`config.mk`:
```
export PLATFORM = sky130hd
export DESIGN_NAME = serial_xs3_codec_flat
export DESIGN_NICKNAME = d
export VERILOG_FILES = /design/src/rtl/serial_xs3_codec_if.sv /design/src/rtl/serial_xs3_codec.sv /design/src/flat_wrapper.sv
export SDC_FILE = /design/constraint.sdc
export NUM_CORES = 1
export LEC_CHECK = 0
export ABC_AREA = 1
export BUFFER_PORTS_ARGS = -buffer_cell sky130_fd_sc_hd__buf_2
export CELL_PAD_IN_SITES_DETAIL_PLACEMENT = 0
export CELL_PAD_IN_SITES_GLOBAL_PLACEMENT = 1
export CORE_MARGIN = 2
export CORE_UTILIZATION = 37
export CTS_CLUSTER_SIZE = 16
export DETAILED_ROUTE_END_ITERATION = 10
export PLACE_DENSITY_LB_ADDON = 0.1
export SLEW_MARGIN = 20
export SYNTH_ARGS = -nofsm -noshare
export SYNTH_HDL_FRONTEND = slang
export SYNTH_SLANG_ARGS = --single-unit
```
`constraint.sdc`:
```
create_clock -name clk -period 1.6 [get_ports clk]
set_input_delay 0.16 -clock clk [delete_from_list [all_inputs] [get_ports clk]]
set_output_delay 0.16 -clock clk [all_outputs]
set_load 0.01 [all_outputs]
```
`src/rtl/serial_xs3_codec_if.sv`:
```
// serial_xs3_codec_if: serial bit stream in, registered serial/parallel result out.
interface serial_xs3_codec_if #(parameter int WIDTH = 5);
  logic in_valid, in_bit, in_first, mode;
  logic out_valid, out_bit, word_done, err;
  logic [WIDTH-1:0] out_word;
  modport master(output in_valid, in_bit, in_first, mode,
                 input out_valid, out_bit, out_word, word_done, err);
  modport slave(input in_valid, in_bit, in_first, mode,
                output out_valid, out_bit, out_word, word_done, err);
endinterface

```
`src/rtl/serial_xs3_codec.sv`:
```
// serial_xs3_codec: LSB-first bit-serial add/subtract of OFFSET per WIDTH-bit word.
module serial_xs3_codec #(
  parameter int WIDTH  = 5,
  parameter int OFFSET = 3
) (
  input logic clk,
  input logic rst,
  serial_xs3_codec_if.slave bus
);
  localparam int IW = $clog2(WIDTH);
  localparam logic [WIDTH-1:0] OFF = WIDTH'(OFFSET);
  typedef enum logic {S_C0, S_C1} state_t;
  state_t state_q, state_d;
  logic [IW-1:0] idx_q, idx_d, i;
  logic mode_q, mode_d, first, m, a, c, k, r, cn, last;
  logic [WIDTH-1:0] part_q, part_d, word_d, out_word_q;
  logic out_valid_q, out_bit_q, out_bit_d, word_done_q, err_q;
  always_ff @(posedge clk or posedge rst) begin
    if (rst) begin
      state_q     <= S_C0;
      idx_q       <= '0;
      mode_q      <= 1'b0;
      part_q      <= '0;
      out_word_q  <= '0;
      out_valid_q <= 1'b0;
      out_bit_q   <= 1'b0;
      word_done_q <= 1'b0;
      err_q       <= 1'b0;
    end else begin
      state_q     <= state_d;
      idx_q       <= idx_d;
      mode_q      <= mode_d;
      part_q      <= part_d;
      out_word_q  <= word_d;
      out_valid_q <= bus.in_valid;
      out_bit_q   <= out_bit_d;
      word_done_q <= bus.in_valid & last;
      err_q       <= bus.in_valid & last & cn;
    end
  end
  // A bit flagged in_first, or arriving at index 0, restarts with no carry and a fresh mode.
  always_comb begin
    first = bus.in_first | idx_q == '0;
    i     = first ? '0 : idx_q;
    c     = !first && state_q == S_C1;
    m     = first ? bus.mode : mode_q;
    a     = bus.in_bit;
    k     = OFF[i];
    r     = a ^ k ^ c;
    cn    = m ? (a & k | a & c | k & c) : (~a & k | ~a & c | k & c);
    last  = i == IW'(WIDTH - 1);
  end
  always_comb begin
    state_d   = state_q;
    idx_d     = idx_q;
    mode_d    = mode_q;
    part_d    = part_q;
    word_d    = out_word_q;
    out_bit_d = out_bit_q;
    if (bus.in_valid) begin
      state_d   = (cn && !last) ? S_C1 : S_C0;
      idx_d     = last ? '0 : i + IW'(1);
      mode_d    = m;
      part_d    = first ? '0 : part_q;
      part_d[i] = r;
      word_d    = last ? part_d : out_word_q;
      out_bit_d = r;
    end
  end
  assign bus.out_valid = out_valid_q;
  assign bus.out_bit   = out_bit_q;
  assign bus.out_word  = out_word_q;
  assign bus.word_done = word_done_q;
  assign bus.err       = err_q;
endmodule

```
`src/flat_wrapper.sv`:
```
// flat-port wrapper written by rule: the top's interface ports become plain ports
module serial_xs3_codec_flat 
#(
  parameter int WIDTH  = 5,
  parameter int OFFSET = 3
)
  (clk, rst, bus_in_valid, bus_in_bit, bus_in_first, bus_mode, bus_out_valid, bus_out_bit, bus_out_word, bus_word_done, bus_err);
  serial_xs3_codec_if #(.WIDTH(WIDTH)) bus_i ();
  input logic clk;
  input logic rst;
  input wire logic [$bits(bus_i.in_valid)-1:0] bus_in_valid;
  input wire logic [$bits(bus_i.in_bit)-1:0] bus_in_bit;
  input wire logic [$bits(bus_i.in_first)-1:0] bus_in_first;
  input wire logic [$bits(bus_i.mode)-1:0] bus_mode;
  output wire logic [$bits(bus_i.out_valid)-1:0] bus_out_valid;
  output wire logic [$bits(bus_i.out_bit)-1:0] bus_out_bit;
  output wire logic [$bits(bus_i.out_word)-1:0] bus_out_word;
  output wire logic [$bits(bus_i.word_done)-1:0] bus_word_done;
  output wire logic [$bits(bus_i.err)-1:0] bus_err;
  assign bus_i.in_valid = bus_in_valid;
  assign bus_i.in_bit = bus_in_bit;
  assign bus_i.in_first = bus_in_first;
  assign bus_i.mode = bus_mode;
  assign bus_out_valid = bus_i.out_valid;
  assign bus_out_bit = bus_i.out_bit;
  assign bus_out_word = bus_i.out_word;
  assign bus_word_done = bus_i.word_done;
  assign bus_err = bus_i.err;
  serial_xs3_codec #(.WIDTH(WIDTH), .OFFSET(OFFSET)) u_core (.clk(clk), .rst(rst), .bus(bus_i));
endmodule
```
# Word level (Yosys, flattened, before mapping)
# Memories as Yosys holds them, arrays and structs flattened.
# Index checks and enable logic that the tools add are counted.
# Widths: inputs -> output; s select.
[word_totals] word_cells=46 ff_bits=19 mem_bits_rw=0 latch_bits=0 mem_count=1 rom_bits=8
[mem_list] memory="(no name shown)" words=8 width=1 rd=1 rd_clocked_by_memory_dff=0 write_ports=0 line_no="serial_xs3_codec.sv:48" source="k = OFF[i];"
[classes] n_reduce_logical=7 div_mod_pow=0 n_eq_ne=1 multipliers=0 order_cmp=2 shifts=0 n_addsub=1 bitwise_logic=15 mux=10
[op_table] operator="$and 1x1->1" n=7
[op_table] operator="$mux 3" n=2
[op_table] operator="$bwmux 5" n=1
[op_table] operator="$mux 1" n=5
[op_table] operator="$mux 5" n=1
[op_table] operator="$or 1x1->1" n=5
[op_table] operator="$lt 3x4->1 const B" n=1
[op_table] operator="$add 3x1->3 const B" n=1
[op_table] operator="$demux 1 s3" n=1
[op_table] operator="$eq 3x3->1 const B" n=1
[op_table] operator="$ge 3x1->1 const B" n=1
[op_table] operator="$logic_and 1x1->1" n=3
[op_table] operator="$logic_not 3->1" n=1
[op_table] operator="$logic_not 1->1" n=2
[op_table] operator="$reduce_and 2->1" n=1
[op_table] operator="$xor 1x1->1" n=2
[op_table] operator="$not 1->1" n=1

# Depth between registers and ports, before layout
# Gate-level depths: netlist of run 1.
[logic_depth] depth_word=11 ltp_mapped=12 depth_no_buf=12

# Worst setup path before layout of run 1
# OpenSTA, ideal clock, no wires.
[synth_timing] kind="reg-to-reg" from="reg u_core.idx_q[0]" to="reg u_core.part_q[3]" stages_incl_launch_ff=13 slack_ns=-0.048 setup_time_ns=0.123 path_buffers=0 required_time_ns=1.477 t_arrival_ns=1.524 path_cell_list="dfrtp_1 -> nor2_4 -> nand2_4 -> nand2_4 -> nor2_4 -> nor2_2 -> ha_1 -> inv_1 -> nand2_2 -> nand2_4 -> nand2_1 -> nand3_1 -> o21ai_1"
[synth_via] elab_chain_cells=8 elab_cells_between_ends=16 classes_between="order compare (2); mux (6); bitwise (3); reduce/logical (4); memory (1)"
[synth_rtl] element="from (decl)" line_no="serial_xs3_codec.sv:14" source="logic [IW-1:0] idx_q, idx_d, i;"
[synth_rtl] element="from (signal assigned)" line_no="serial_xs3_codec.sv:31" source="idx_q <= idx_d;"
[synth_rtl] element="$logic_not 3->1" line_no="serial_xs3_codec.sv:43" source="first = bus.in_first | idx_q == '0;"
[synth_rtl] element="$or 1x1->1" line_no="serial_xs3_codec.sv:43"
[synth_rtl] element="$mux 3" line_no="serial_xs3_codec.sv:44" source="i = first ? '0 : idx_q;"
[synth_rtl] element="$lt 3x4->1 (implied by the code) (tied with other cells)" line_no="serial_xs3_codec.sv:65" source="part_d[i] = r;"
[synth_rtl] element="$logic_and 1x1->1 (implied by the code) / $mux 1 (equally long branches)" line_no="serial_xs3_codec.sv:65, serial_xs3_codec.sv:48"
[synth_rtl] element="$mux 1 (implied by the code) / $xor 1x1->1 (equally long branches)" line_no="serial_xs3_codec.sv:65, serial_xs3_codec.sv:49"
[synth_rtl] element="$demux 1 s3 / $xor 1x1->1 (equally long branches)"
[synth_rtl] element="$bwmux 5 (*)" line_no="serial_xs3_codec.sv:65"
[synth_rtl] element="to (signal assigned)" line_no="serial_xs3_codec.sv:33" source="part_q <= part_d;"
[synth_rtl] element="to (decl)" line_no="serial_xs3_codec.sv:16" source="logic [WIDTH-1:0] part_q, part_d, word_d, out_word_q;"
# Mark *: on every way between the ends. The rest lies on a longest branch, timed or not. The select of a mux whose other input is x is not followed.
# A chain may end at the register's enable or synchronous reset.

# Worst setup path after layout of run 1
# Ends and elaborated chain as after synthesis.

==> results of run 1 <==
-- state kept, by name, indices dropped and copies added, names as in the netlist --
register	cells
u_core.idx_q	3
u_core.bus.out_word	5
u_core.bus.word_done	1
u_core.state_q	1
u_core.mode_q	1
u_core.bus.out_bit	1
u_core.bus.out_valid	1
u_core.part_q	5
u_core.bus.err	1
-- cell type report --
class | instances | area (um2) | share of cell area
sequential | 19 | 477 | 0.345
timing repair buffer | 34 | 223 | 0.161
clock inverter | 1 | 5.00 | 0.00362
inverter | 24 | 92.6 | 0.0670
clock buffer | 3 | 22.5 | 0.0163
multi-input combinational | 85 | 523 | 0.379
tap | 31 | 38.8 | 0.0281
-- metal layers --
| layer | share of wire | wire, um | vias up |
|---|---|---|---|
| met4 | 0.021 | 48 | 0 |
| met2 | 0.45 | 1050 | 17 |
| li1 | - | - | 482 |
| met5 | 0 | 0 | - |
| met1 | 0.49 | 1130 | 426 |
| met3 | 0.038 | 88 | 5 |
-- power groups by stage --
stage	Sequential [W]	Combinational (W)	Clock, W
after floorplan	0.000621	0.000265	0
after global placement	0.000608	0.000416	0
after detailed placement	0.000611	0.000419	0
after CTS	0.000601	0.000473	0.000256
after global routing	0.000612	0.000570	0.000286
final	0.000602	0.000505	0.000245
-- placed cells by master, fill, tap and decap left out --
master and n:
ha_1 2, o22ai_1 2, nor2_2 1, nand4_1 6
inv_1 19, inv_2 4, a21oi_2 1, nand2_4 3
dfrtp_1 18, xor2_1 1, nand3_2 2, buf_2 14
inv_4 1, o21ai_0 7, ha_4 1, nand3_1 10
clkinv_2 1, nand2_1 30, dlygate4sd3_1 1, clkbuf_4 3
buf_4 19, nand2_2 6, o21ai_2 1, o21ai_1 6
dfrtp_2 1, ha_2 1, nor2_4 5
-- critical path, stage by stage (launching register included) --
cell,delay (ns)
dfrtp_1,0.43
nor2_4,0.15
nand2_4,0.07
nand2_4,0.08
nor2_4,0.05
nor2_4,0.10
ha_4,0.22
inv_2,0.05
nand2_2,0.06
nand2_4,0.09
nand2_1,0.07
nand3_1,0.06
o21ai_1,0.06
-- final timing paths --
kind,endpoint,from
worst min-delay path,u_core.bus.out_valid,bus_in_valid
max in group asynchronous,u_core.idx_q[1],rst
worst max-delay path,u_core.part_q[3],u_core.idx_q[0]
worst max register to register,u_core.part_q[3],u_core.idx_q[0]
min in group asynchronous,u_core.part_q[4],rst
worst min register to register,u_core.bus.out_word[4],u_core.bus.out_word[4]
-- stage by stage --
| step | area [um2] | cells |
|---|---|---|
| final | 1380 | 197 |
| after global routing | 1380 | 197 |
| after CTS | 1340 | 195 |
| after detailed placement | 1230 | 181 |
| after global placement | 1230 | 181 |
| after floorplan | 1070 | 130 |
-- cell families after synthesis --
| family | after synthesis | share of synthesized area |
|---|---|---|
| and+or+nand+nor | 63 | 0.309 |
| buffers and inverters | 26 | 0.0953 |
| DFF | 19 | 0.453 |
| AOI/OAI and AO/OA | 17 | 0.0870 |
| adders and majority gates | 4 | 0.0477 |
| xor gates and xnor gates | 1 | 0.00834 |
-- timing repair --
action,4_1_cts,5_1_grt
setup buffers,9,2
pin swaps,2,5
setup endpoints to repair,10,16
hold endpoints to repair,19,0
gates resized for setup,3,11
hold buffers,1,0
==> run_results.csv, run 1 <==
group,metric,value,unit
clocking,cts_root_buf,"clkbuf_4",
synthesis,yosysTopAreaCellShare,0.453,
synthesis,synth.cell_area,1050,um2
floorplanning,chipHeight,57.3,um
floorplanning,initial_core_util,0.384,
synthesis,ys_seq_area_frac,0.453,
global_routing,antenna_found_initial,0,
floorplanning,core-area,2730,um2
floorplanning,die_w,57.3,um
placed_design,gp_congestion,0.756,
critical_path,cp-start-kind,"register",
clocking,ctsHtreeMaxLevel,1,
synthesis,synth_area_leader_cell,"dfrtp_1",
synthesis,synth_seq_cells,19,
power,seqPwrFrac,0.445,
power,power_per_cell_area,979,nW/um2
timing,hold_viol_final,0,
clocking,clk_pin_slew,0.10,ns
clocking,clockBufferDepth,2,
synthesis,async_flop_share,1.00,
critical_path,path_class,"reg2reg",
outcome,status,"completed",
floorplanning,die_area,3280,um2
timing,whs,0.107,ns
min_path,min_path_type,"in2reg",
detailed_routing,wirelength,2.32,mm
detailed_routing,routedWlPerCell,11.8,um
timing,maxSlewHeadroom,0.786,
detailed_routing,postRouteAntennaNets,0,
final_layout,nets,177,
synthesis,synth_area_leaders,"dfrtp_1, nand2_1, inv_1",
final_layout,diodes,0,
placed_design,numPortBuffers,14,
synthesis,yosys_warnings,0,
final_layout,drive_above_1_share,0.386,
power,p_clk_frac,0.181,
power,irDropWorstVdd,690,uV
timing,max_freq,633,MHz
critical_path,critPathMaxFanout,5,
power,swShare,0.354,
global_routing,grt_pass1_vias,963,
synthesis,ys_top_cells_by_count,"nand2_1, inv_1, dfrtp_1, nand3_1, o21ai_0",
timing,final-setup-viol-count,0,
critical_path,ff2ff_setup_slack,0.02,ns
global_routing,grt.busiest_layer,"met2",
placed_design,place_ws,-0.0185,ns
synthesis,yosysMostFrequentCell,"nand2_1",
critical_path,rr_worst_depth,12,
synthesis,syn_inst,130,
critical_path,critPathRequiredTime,1.79,ns
timing,worst_pin_slew,0.321,ns
power,intPower,0.000873,W
floorplanning,ioPinCount,15,
clocking,cts_tree,"done",
synthesis,synth_area_per_cell,8.08,um2
global_routing,grt-ovfl-total,0,
power,combPwrFrac,0.373,
synthesis,synth-edff-count,0,
critical_path,cp.arrival,1.77,ns
timing,drv_slew,0,
timing,post-route-min-period,1.58,ns
timing,tns,0,ns
final_layout,area_growth,31.6,%
detailed_routing,drt_iter0_drc,31,
job,maxCapViolCount,0,
clocking,cts-buffers-inserted,3,
final_layout,finalCoreUtilization,0.505,
detailed_routing,dr.pass1.iters,4,
clocking,clk_latency,0.30,ns
synthesis,synth_nets,140,
global_routing,grt_start_max_net_pins,20,
global_routing,grt_use_met2,0.263,
global_routing,met3_usage,0.0272,
placed_design,dpl.hpwl,1.70,mm
power,total_power,0.00135,W
timing,setup_ws,0.0195,ns
final_layout,n_fill_cell,276,
critical_path,crit_path_end_kind,"register",
global_routing,grt_first_pass_wirelength,4.15,mm
global_routing,grt.total_usage,0.164,
timing,skew,0.00358,ns
synthesis,ys_types,19,
detailed_routing,drc_errors,0,
timing,post-route-period-util,0.988,
power,p_sw,0.000479,W
detailed_routing,drt-vias-per-instance,4.72,
floorplanning,fp-row-count,19,
power,p_leak,0.744,nW
synthesis,synth_ff_type,"dfrtp_1",
timing,rsz0062_at_grt,"true",
clocking,cts_sinks,19,
global_routing,met1_usage,0.225,
min_path,whs_path_depth,1,
detailed_routing,vias,930,
Power figures use the tool's default switching activity.
==> run 2, diff against run 1 <==
--- a/config.mk
+++ b/config.mk
@@ -13,8 +13,8 @@
 export CORE_UTILIZATION = 37
 export CTS_CLUSTER_SIZE = 16
 export DETAILED_ROUTE_END_ITERATION = 10
-export PLACE_DENSITY_LB_ADDON = 0.1
-export SLEW_MARGIN = 20
+export PLACE_DENSITY = 0.86
+export SLEW_MARGIN = 40
 export SYNTH_ARGS = -nofsm -noshare
 export SYNTH_HDL_FRONTEND = slang
 export SYNTH_SLANG_ARGS = --single-unit
==> run_results.csv, run 2 (synthesis results as in run 1) <==
group,metric,value,unit
outcome,status,"finished, violations left",
outcome,failed_checks,"negative setup slack",
clocking,clockBufferDepth,2,
timing,max_freq,621,MHz
power,power_per_cell_area,999,nW/um2
timing,setup_ws,-0.0101,ns
timing,worst_pin_slew,0.318,ns
detailed_routing,dr.pass1.iters,4,
placed_design,gp_congestion,0.862,
timing,tns,-0.0178,ns
detailed_routing,wirelength,2.25,mm
global_routing,grt.total_usage,0.149,
clocking,clk_pin_slew,0.10,ns
clocking,cts_tree,"done",
global_routing,grt-ovfl-total,0,
detailed_routing,drt_iter0_drc,24,
clocking,cts-buffers-inserted,3,
min_path,min_path_type,"in2reg",
global_routing,grt_first_pass_wirelength,3.75,mm
critical_path,cp-start-kind,"register",
floorplanning,die_w,57.3,um
timing,final-setup-viol-count,2,
critical_path,ff2ff_setup_slack,-0.01,ns
critical_path,crit_family,"simple AND/OR/NAND/NOR gates",
final_layout,nets,166,
critical_path,cp.arrival,1.79,ns
timing,skew,0.0118,ns
final_layout,drive_above_1_share,0.329,
critical_path,path_class,"reg2reg",
critical_path,crit_path_end_kind,"register",
power,irDropWorstVdd,651,uV
clocking,ctsHtreeMaxLevel,1,
detailed_routing,vias,904,
critical_path,cp_slowest_stage_delay,0.46,ns
floorplanning,fp-row-count,19,
timing,post-route-min-period,1.61,ns
clocking,cts_root_buf,"clkbuf_4",
clocking,clk_latency,0.30,ns
critical_path,critPathMaxFanout,5,
final_layout,finalCoreUtilization,0.473,
final_layout,final_common_cell,"nand2_1",
timing,rsz0062_at_grt,"true",
placed_design,place_ws,0.00923,ns
timing,drv_slew,0,
clocking,cts_sinks,19,
timing,hold_viol_final,0,
floorplanning,initial_core_util,0.384,
global_routing,grt_start_max_net_pins,20,
floorplanning,ioPinCount,15,
global_routing,antenna_found_initial,0,
global_routing,grt_pass1_vias,836,
floorplanning,chipHeight,57.3,um
detailed_routing,routedWlPerCell,12.1,um
floorplanning,core-area,2730,um2
critical_path,worst-path-buf-inv,1,
critical_path,cp_slowest_cell,"dfrtp_2",
critical_path,critPathRequiredTime,1.78,ns
final_layout,diodes,0,
placed_design,dpl.hpwl,1.63,mm
floorplanning,die_area,3280,um2
placed_design,numPortBuffers,14,
timing,maxSlewHeadroom,0.788,
job,maxCapViolCount,0,
timing,whs,0.113,ns
detailed_routing,postRouteAntennaNets,0,
final_layout,area_growth,23.1,%
timing,post-route-period-util,1.01,
final_layout,final_cell_mix,"nand2_1, inv_1, dfrtp_1, buf_2, nand3_1",
detailed_routing,drc_errors,0,
critical_path,worstPathCellList,"nor2_4, nand2_4, nand2_4, nor2_4, nor2_4, ha_4, inv_2, nand2_2, nand2_4, nand2_1, nand3_1, o21ai_1",
detailed_routing,drt-vias-per-instance,4.86,
power,p_leak,0.683,nW
run 2: repair_timing:
action                                  in CTS  in global routing
gates resized for setup                      0                 13
hold endpoints to repair                    19                  0
hold buffers                                 1                  0
buffers inserted                             0                  1
endpoints found under the setup margin       2                 14
pin swaps                                    0                  3
run 2: area by class of cell:
class | count | area (um2)
clock buffer | 4 | 26.3
sequential | 19 | 477
tap | 31 | 38.8
multi-input combinational | 85 | 518
timing repair buffer | 23 | 140
fill | 276 | 1440
inverter | 24 | 92.6
run 2: per-stage QoR:
| stage | instances | cell area [um2] | total power, W |
|---|---|---|---|
| after floorplan | 130 | 1070 | 0.000886 |
| after global placement | 180 | 1220 | 0.00101 |
| after detailed placement | 180 | 1220 | 0.00102 |
| after CTS | 185 | 1260 | 0.00128 |
| after global routing | 186 | 1290 | 0.00139 |
| final | 186 | 1290 | 0.00129 |
run 2: metal layers:
| layer | share of wire | track usage |
|---|---|---|
| met1 | 0.46 | 0.190 |
| met2 | 0.48 | 0.246 |
| met3 | 0.052 | 0.0476 |
| met4 | 0.0084 | 0.0365 |
| met5 | 0 | 0 |
run 2: worst paths after layout:
kind / startpoint / endpoint / cells past startpoint
setup reg to reg: u_core.idx_q[1] / u_core.part_q[2] / 12
max in group asynchronous: rst / u_core.idx_q[1] / 4
min in group asynchronous: rst / u_core.bus.out_word[4] / 4
setup / recovery: u_core.idx_q[1] / u_core.part_q[2] / 12
hold / removal: bus_in_valid / u_core.bus.out_valid / 1
hold reg to reg: u_core.bus.out_word[4] / u_core.bus.out_word[4] / 2
run 2: power breakdown:
| group | switching, W | leakage, nW | internal [W] |
|---|---|---|---|
| clock | 0.000150 | 0.0150 | 0.0000971 |
| sequential | 0.0000497 | 0.247 | 0.000553 |
| combinational | 0.000265 | 0.421 | 0.000176 |
